<file path="config.mk">
export PLATFORM = sky130hd
export DESIGN_NAME = timer_ctrl
export DESIGN_NICKNAME = d
export VERILOG_FILES = /design/src/rtl/timer_ctrl.sv
export SDC_FILE = /design/constraint.sdc
export NUM_CORES = 1
export LEC_CHECK = 0
export BUFFER_PORTS_ARGS = -buffer_cell sky130_fd_sc_hd__buf_2
export CAP_MARGIN = 10
export CORE_ASPECT_RATIO = 0.7
export CORE_MARGIN = 1.5
export CORE_UTILIZATION = 54
export DETAILED_ROUTE_END_ITERATION = 6
export PLACE_DENSITY = 0.91
export SLEW_MARGIN = 10
export SYNTH_ARGS = -nofsm -noshare
export SYNTH_HDL_FRONTEND = slang
export SYNTH_SLANG_ARGS = --single-unit
</file>
<file path="constraint.sdc">
create_clock -name CLOCK -period 3.2 [get_ports CLOCK]
set_input_delay 0.96 -clock CLOCK [delete_from_list [all_inputs] [get_ports CLOCK]]
set_output_delay 0.96 -clock CLOCK [all_outputs]
set_load 0.1 [all_outputs]
</file>
<file path="src/rtl/timer_ctrl.sv">
// -----------------------------------------------------------------------------
// timer_ctrl -- control FSM for a minute-preset countdown kitchen timer.
//
// Sequences a BCD countdown datapath.
//   - IDLE  : waits for a start press. The press latches the minute preset,
//             clamped to 9, and pulses LOAD.
//   - RUN   : forwards the 1 Hz TICK as CNT_EN until the digits read 0:00.
//   - PAUSE : optional state that freezes the countdown.
//   - ALARM : drives a square wave on BZ until a stop press arrives or
//             ALARM_TICKS ticks have elapsed.
//
// Configuration macro: TIMER_PAUSE_EN
//   When defined, PSW[2] (pause/resume) and the PAUSE state are enabled.
//   When undefined, PAUSE is unreachable and PSW[2] is ignored.
//
// Parameters:
//   ALARM_TICKS  TICK pulses the alarm sounds before auto-stop (1..255)
//   BZ_HALF      CLOCK cycles per buzzer half-period (1..255)
//
// Ports:
//   CLOCK                   in   single clock, rising edge
//   RESET                   in   synchronous active-high reset
//   PSW[3:0]                in   buttons, 1 = pressed: [0] start, [1] stop, [2] pause
//   RSW[3:0]                in   BCD minute preset
//   TICK                    in   one-cycle 1 Hz pulse
//   OUT_M/OUT_10S/OUT_1S    in   current countdown digits
//   CNT_EN                  out  count-down enable (combinational)
//   LOAD                    out  one-cycle datapath load pulse
//   LOAD_M[3:0]             out  latched minute preset
//   BZ                      out  speaker drive
//   LED[7:0]                out  [3:0] one-hot state, [7:4] LOAD_M
// -----------------------------------------------------------------------------
module timer_ctrl #(
    parameter int unsigned ALARM_TICKS = 30,
    parameter int unsigned BZ_HALF     = 2
) (
    input  logic       CLOCK,
    input  logic       RESET,
    input  logic [3:0] PSW,
    input  logic [3:0] RSW,
    input  logic       TICK,
    input  logic [3:0] OUT_M,
    input  logic [3:0] OUT_10S,
    input  logic [3:0] OUT_1S,
    output logic       CNT_EN,
    output logic       LOAD,
    output logic [3:0] LOAD_M,
    output logic       BZ,
    output logic [7:0] LED
);

    typedef enum logic [1:0] {
        IDLE  = 2'd0,
        RUN   = 2'd1,
        PAUSE = 2'd2,
        ALARM = 2'd3
    } state_t;

    localparam logic [7:0] TICK_LAST = 8'(ALARM_TICKS - 1);
    localparam logic [7:0] BZ_LAST   = 8'(BZ_HALF - 1);

    state_t     state_r;
    state_t     state_nxt_s;
    logic [3:0] psw_q_r;
    logic [3:0] press_s;
    logic       stop_s;
    logic       start_s;
    logic       pause_s;
    logic       zero_s;
    logic       load_nxt_s;
    logic       alarm_clr_s;
    logic       alarm_stay_s;
    logic [7:0] tick_cnt_r;
    logic [7:0] bz_cnt_r;
    logic       bz_r;
    logic       load_r;
    logic [3:0] load_m_r;
    logic [3:0] led_r;
    logic       unused_s;

    // One-hot LED encoding of a state.
    function automatic logic [3:0] state_onehot(input state_t s);
        logic [3:0] v;
        case (s)
            IDLE:    v = 4'b0001;
            RUN:     v = 4'b0010;
            PAUSE:   v = 4'b0100;
            ALARM:   v = 4'b1000;
            default: v = 4'b0001;
        endcase
        return v;
    endfunction

    // Clamp a BCD preset to the largest single-digit minute value.
    function automatic logic [3:0] clamp_min(input logic [3:0] v);
        return (v > 4'd9) ? 4'd9 : v;
    endfunction

    // Rising-edge button detection.
    // Presses are resolved with priority stop > start > pause.
    assign press_s = PSW & ~psw_q_r;
    assign stop_s  = press_s[1];
    assign start_s = press_s[0] & ~press_s[1];
`ifdef TIMER_PAUSE_EN
    assign pause_s = press_s[2] & ~press_s[1] & ~press_s[0];
`else
    assign pause_s = 1'b0;
`endif
    assign unused_s = &{1'b0, press_s[3], press_s[2]};

    assign zero_s = (OUT_M == 4'd0) && (OUT_10S == 4'd0) && (OUT_1S == 4'd0);

    // The countdown enable follows TICK only while running and not yet at 0:00.
    assign CNT_EN = (state_r == RUN) && TICK && !zero_s;

    // Next-state logic and the events that load the datapath or arm the alarm.
    always_comb begin
        state_nxt_s  = state_r;
        load_nxt_s   = 1'b0;
        alarm_clr_s  = 1'b0;
        case (state_r)
            IDLE: begin
                // A start press with a zero preset is ignored.
                if (start_s && (RSW != 4'd0)) begin
                    state_nxt_s = RUN;
                    load_nxt_s  = 1'b1;
                end else begin
                    state_nxt_s = IDLE;
                end
            end
            RUN: begin
                if (stop_s) begin
                    state_nxt_s = IDLE;
                end else if (zero_s) begin
                    state_nxt_s = ALARM;
                    alarm_clr_s = 1'b1;
                end else if (pause_s) begin
                    state_nxt_s = PAUSE;
                end else begin
                    state_nxt_s = RUN;
                end
            end
            PAUSE: begin
`ifdef TIMER_PAUSE_EN
                if (stop_s) begin
                    state_nxt_s = IDLE;
                end else if (start_s || pause_s) begin
                    state_nxt_s = RUN;
                end else begin
                    state_nxt_s = PAUSE;
                end
`else
                // This state cannot be reached in this build; recover to IDLE.
                state_nxt_s = IDLE;
`endif
            end
            ALARM: begin
                if (stop_s || (TICK && (tick_cnt_r == TICK_LAST))) begin
                    state_nxt_s = IDLE;
                end else begin
                    state_nxt_s = ALARM;
                end
            end
            default: begin
                state_nxt_s = IDLE;
            end
        endcase
    end

    assign alarm_stay_s = (state_r == ALARM) && (state_nxt_s == ALARM);

    // State register, button history, LOAD pulse, preset latch and LED.
    always_ff @(posedge CLOCK) begin
        if (RESET) begin
            state_r  <= IDLE;
            psw_q_r  <= 4'hF;       // buttons held through reset give no press
            load_r   <= 1'b0;
            load_m_r <= 4'd0;
            led_r    <= 4'b0001;
        end else begin
            state_r <= state_nxt_s;
            psw_q_r <= PSW;
            load_r  <= load_nxt_s;
            if (load_nxt_s) begin
                load_m_r <= clamp_min(RSW);
            end else begin
                load_m_r <= load_m_r;
            end
            led_r <= state_onehot(state_nxt_s);
        end
    end

    // Alarm tick counter and buzzer divider.
    // Both are cleared on alarm entry, so the first BZ rise comes BZ_HALF clocks in.
    always_ff @(posedge CLOCK) begin
        if (RESET) begin
            tick_cnt_r <= 8'd0;
            bz_cnt_r   <= 8'd0;
            bz_r       <= 1'b0;
        end else if (alarm_clr_s || !alarm_stay_s) begin
            tick_cnt_r <= 8'd0;
            bz_cnt_r   <= 8'd0;
            bz_r       <= 1'b0;
        end else begin
            if (TICK) begin
                tick_cnt_r <= tick_cnt_r + 8'd1;
            end else begin
                tick_cnt_r <= tick_cnt_r;
            end
            if (bz_cnt_r == BZ_LAST) begin
                bz_cnt_r <= 8'd0;
                bz_r     <= ~bz_r;
            end else begin
                bz_cnt_r <= bz_cnt_r + 8'd1;
                bz_r     <= bz_r;
            end
        end
    end

    assign LOAD   = load_r;
    assign LOAD_M = load_m_r;
    assign BZ     = bz_r;
    assign LED    = {load_m_r, led_r};

endmodule

</file>
==> run_results.csv <==
group,metric,value,unit
synth,synth_edf_count,0,
pwr,ir_worst_vdd,0.287,mV
placement,place_inst,196,
floorplan,die_y,43.9,µm
final_layout,final_util,68.7,%
worst_setup_path,cpPeakStageDelay,0.32,ns
final_layout,layout_commonest_cell,"buf_2",
floorplan,pin_count,38,
floorplan,dieArea,2700,µm²
synth,syn_area,1290,µm²
synth,synth-async-reset-ratio,0,%
worst_setup_path,worst_ep_required_time,2.24,ns
synth,synthXorXnorAreaFrac,9.51,%
worst_setup_path,critPathBufInv,2,
worst_setup_path,critPathLaunch,"OUT_10S[2]",
clock_network,cts_sinks,30,
pwr,internal-power,505,µW
final_layout,drive_above_1_share,29.1,%
sta,rsz0062_at_grt,"no",
sta,hold_ws,0.471,ns
floorplan,die_w,61.4,µm
sta,setup_viol,0,
synth,synth_simple_gate_area_share,28.4,%
worst_setup_path,crit_chain,"buf_2, nor4_1, a31oi_1, and3_2, buf_2",
final_layout,multiInputGateArea,629,µm²
pwr,p_comb_share,11.1,%
synth,syn_inst,136,
placement,dpl.hpwl,1.97,mm
worst_setup_path,startpoint_type,"input port",
clock_network,clockBufferDepth,2,
clock_network,cts_tree,"yes",
worst_setup_path,timing.rr.start,"tick_cnt_r[2]$_SDFFE_PP0P_",
sta,fin_crit_sh,95.7,%
synth,synth_compound_area_share,5.92,%
final_layout,area_growth,17.6,%
clock_network,cts_setup_buffers,0,
worst_setup_path,critPathTopFamily,"simple AND/OR/NAND/NOR gates",
grt,grt_pass1_wl,4.35,mm
clock_network,cts_max_level,2,
final_layout,register_area,601,µm²
clock_network,root_buffer,"clkbuf_4",
sta,hold_viol_final,0,
pwr,power_frac_seq,55.4,%
pwr,cellPowerDensity,455,nW/µm²
worst_setup_path,crit_path_frequent_cell,"buf_2",
sta,fin_ws,0.138,ns
sta,finClkSkew,0.00678,ns
drt,num_vias,1076,
grt,grt_pass1_vias,1037,
grt,gr-total-overflow,0,
final_layout,layout.nets,198,
placement,gp_congestion,0.789,
hold_path,hold_path_class,"reg2reg",
drt,first_pass_iters,4,
placement,post-place-ws,0.140,ns
floorplan,rows,14,
synth,ys_warn_count,0,
drt,viasPerCell,5.27,
final_layout,fillCellCount,171,
drt,drt_iter0_drc,51,
clock_network,clk_pin_slew,0.09,ns
grt,antenna_found_initial,0,
floorplan,core,2210,µm²
synth,synth_nets,163,
drt,drc_errors,0,
clock_network,ctsHoldBuffers,0,
worst_setup_path,worstPathArrival,2.10,ns
pwr,power_leakage,0.000613,µW
worst_setup_path,endpoint_kind,"output pin",
synth,synth-seq-cells,30,
final_layout,layout_common_cells,"35 x buf_2, 30 x dfxtp_1, 23 x nor2_1, 11 x nand2_1, 8 x xor2_1",
pwr,switching_share,26.8,%
worst_setup_path,cp_max_fo,4,
synth,ys.flop_type,"dfxtp_1",
drt,wirelength,2.63,mm
sta,slew_viol_final,0,
synth,ys_types,39,
final_layout,stdcell_count,204,
pwr,clkPwrFrac,33.5,%
synth,syn_avg_cell_area,9.49,µm²
clock_network,cts_resized,0,
synth,ys_seq_area_share,46.6,%
grt,grt_start_max_net_pins,14,
worst_setup_path,critPathSlowestCell,"nor4_1",
sta,finalCriticalPeriod,3.06,ns
synth,synth_mux_area_share,0.776,%
clock_network,clk_latency,0.32,ns
pwr,p_sw,185,µW
drt,antenna_left,0,
placement,port_buffers,35,
synth,synth_top_family_by_area,"simple AND/OR/NAND/NOR gates",
synth,synthAdderAreaFrac,3.88,%
sta,max_freq,0.327,GHz
final_layout,diodes,0,
sta,fin_tns_setup,0,ns
drt,wl_per_cell,12.9,µm
job,drv_cap,0,
clock_network,cts_buffers,5,
grt,track_usage,23.5,%
worst_setup_path,crit_type,"in2out",
floorplan,start_util,58.4,%
hold_path,holdCritStartpoint,"LOAD_M[2]$_SDFFE_PP0P_",
run_status,status,"finished, final reports clean",
## cells by family (layout without fill, tap and decap cells)
logic type | Yosys count | after routing
and+or+nand+nor | 65 | 65
DFF | 30 | 30
xor gates and xnor gates | 14 | 14
AOI/OAI and AO/OA | 11 | 11
buffers and inverters | 10 | 46
adders and majority gates | 4 | 4
other | 1 | 1
muxes | 1 | 1
## worst paths after layout
kind | endpoint | cells after the start | slack, ns
max | CNT_EN | 5 | 0.14
min | LOAD_M[2]$_SDFFE_PP0P_ | 2 | 0.47
max reg2reg | bz_cnt_r[2]$_SDFF_PP0_ | 4 | 1.63
min reg2reg | LOAD_M[2]$_SDFFE_PP0P_ | 2 | 0.47
## power by group through the flow
stage | Sequential (µW) | Clock [µW] | Combinational (µW)
3_5_place_dp | 391 | 0 | 76.4
5_1_grt | 383 | 257 | 81.4
6_report | 382 | 231 | 76.8
4_1_cts | 382 | 235 | 76.7
2_1_floorplan | 417 | 0 | 31.6
3_3_place_gp | 390 | 0 | 74.4
## worst reg2reg max path, stage by stage, from the launching register on
cell,delay [ns]
dfxtp_1,0.38
nand4_1,0.20
or4_4,0.56
nand3_1,0.23
nor2_1,0.09
## sequential cells by signal, indices dropped and copies added, names as in the netlist
name,flops
psw_q_r,2
BZ,1
tick_cnt_r,8
led_r,4
LOAD_M,4
LOAD,1
state_r,2
bz_cnt_r,8
## routing by layer
layer / vias up / GRT usage [%] / routed length, µm
met5: - / 0 / 0
met1: 498 / 25.6 / 1100
met4: 0 / 12.3 / 48
met2: 35 / 37.7 / 1290
met3: 6 / 11.3 / 183
li1: 537 / - / -
## cell type report
class,instances,area share [%]
timing repair buffer,35,11.6
multi-input combinational,96,41.5
sequential,30,39.6
clock inverter,1,0.330
tap,32,2.64
inverter,3,0.743
clock buffer,7,3.63
## Yosys cell counts (2+ instances only)
master	count	area (µm²)
xor2_1	8	70.1
inv_1	2	7.51
nand2_1	11	41.3
a2111oi_0	2	17.5
nor2_1	23	86.3
or3b_1	2	17.5
xnor2_1	6	52.6
nand2b_1	2	12.5
ha_1	4	50.1
nor3_1	2	10.0
nand3_1	4	20.0
dfxtp_1	30	601
buf_4	6	45.0
a21oi_1	3	15.0
nand4_1	4	25.0
nor4_1	3	18.8
or2_2	2	12.5
## metrics by stage
step	cell area, µm²	power, µW
floorplan	1290	448
global placement	1460	465
detailed placement	1460	467
CTS	1520	693
global route	1520	721
finish	1520	690
No activity file was read; power rests on OpenSTA's default activity.
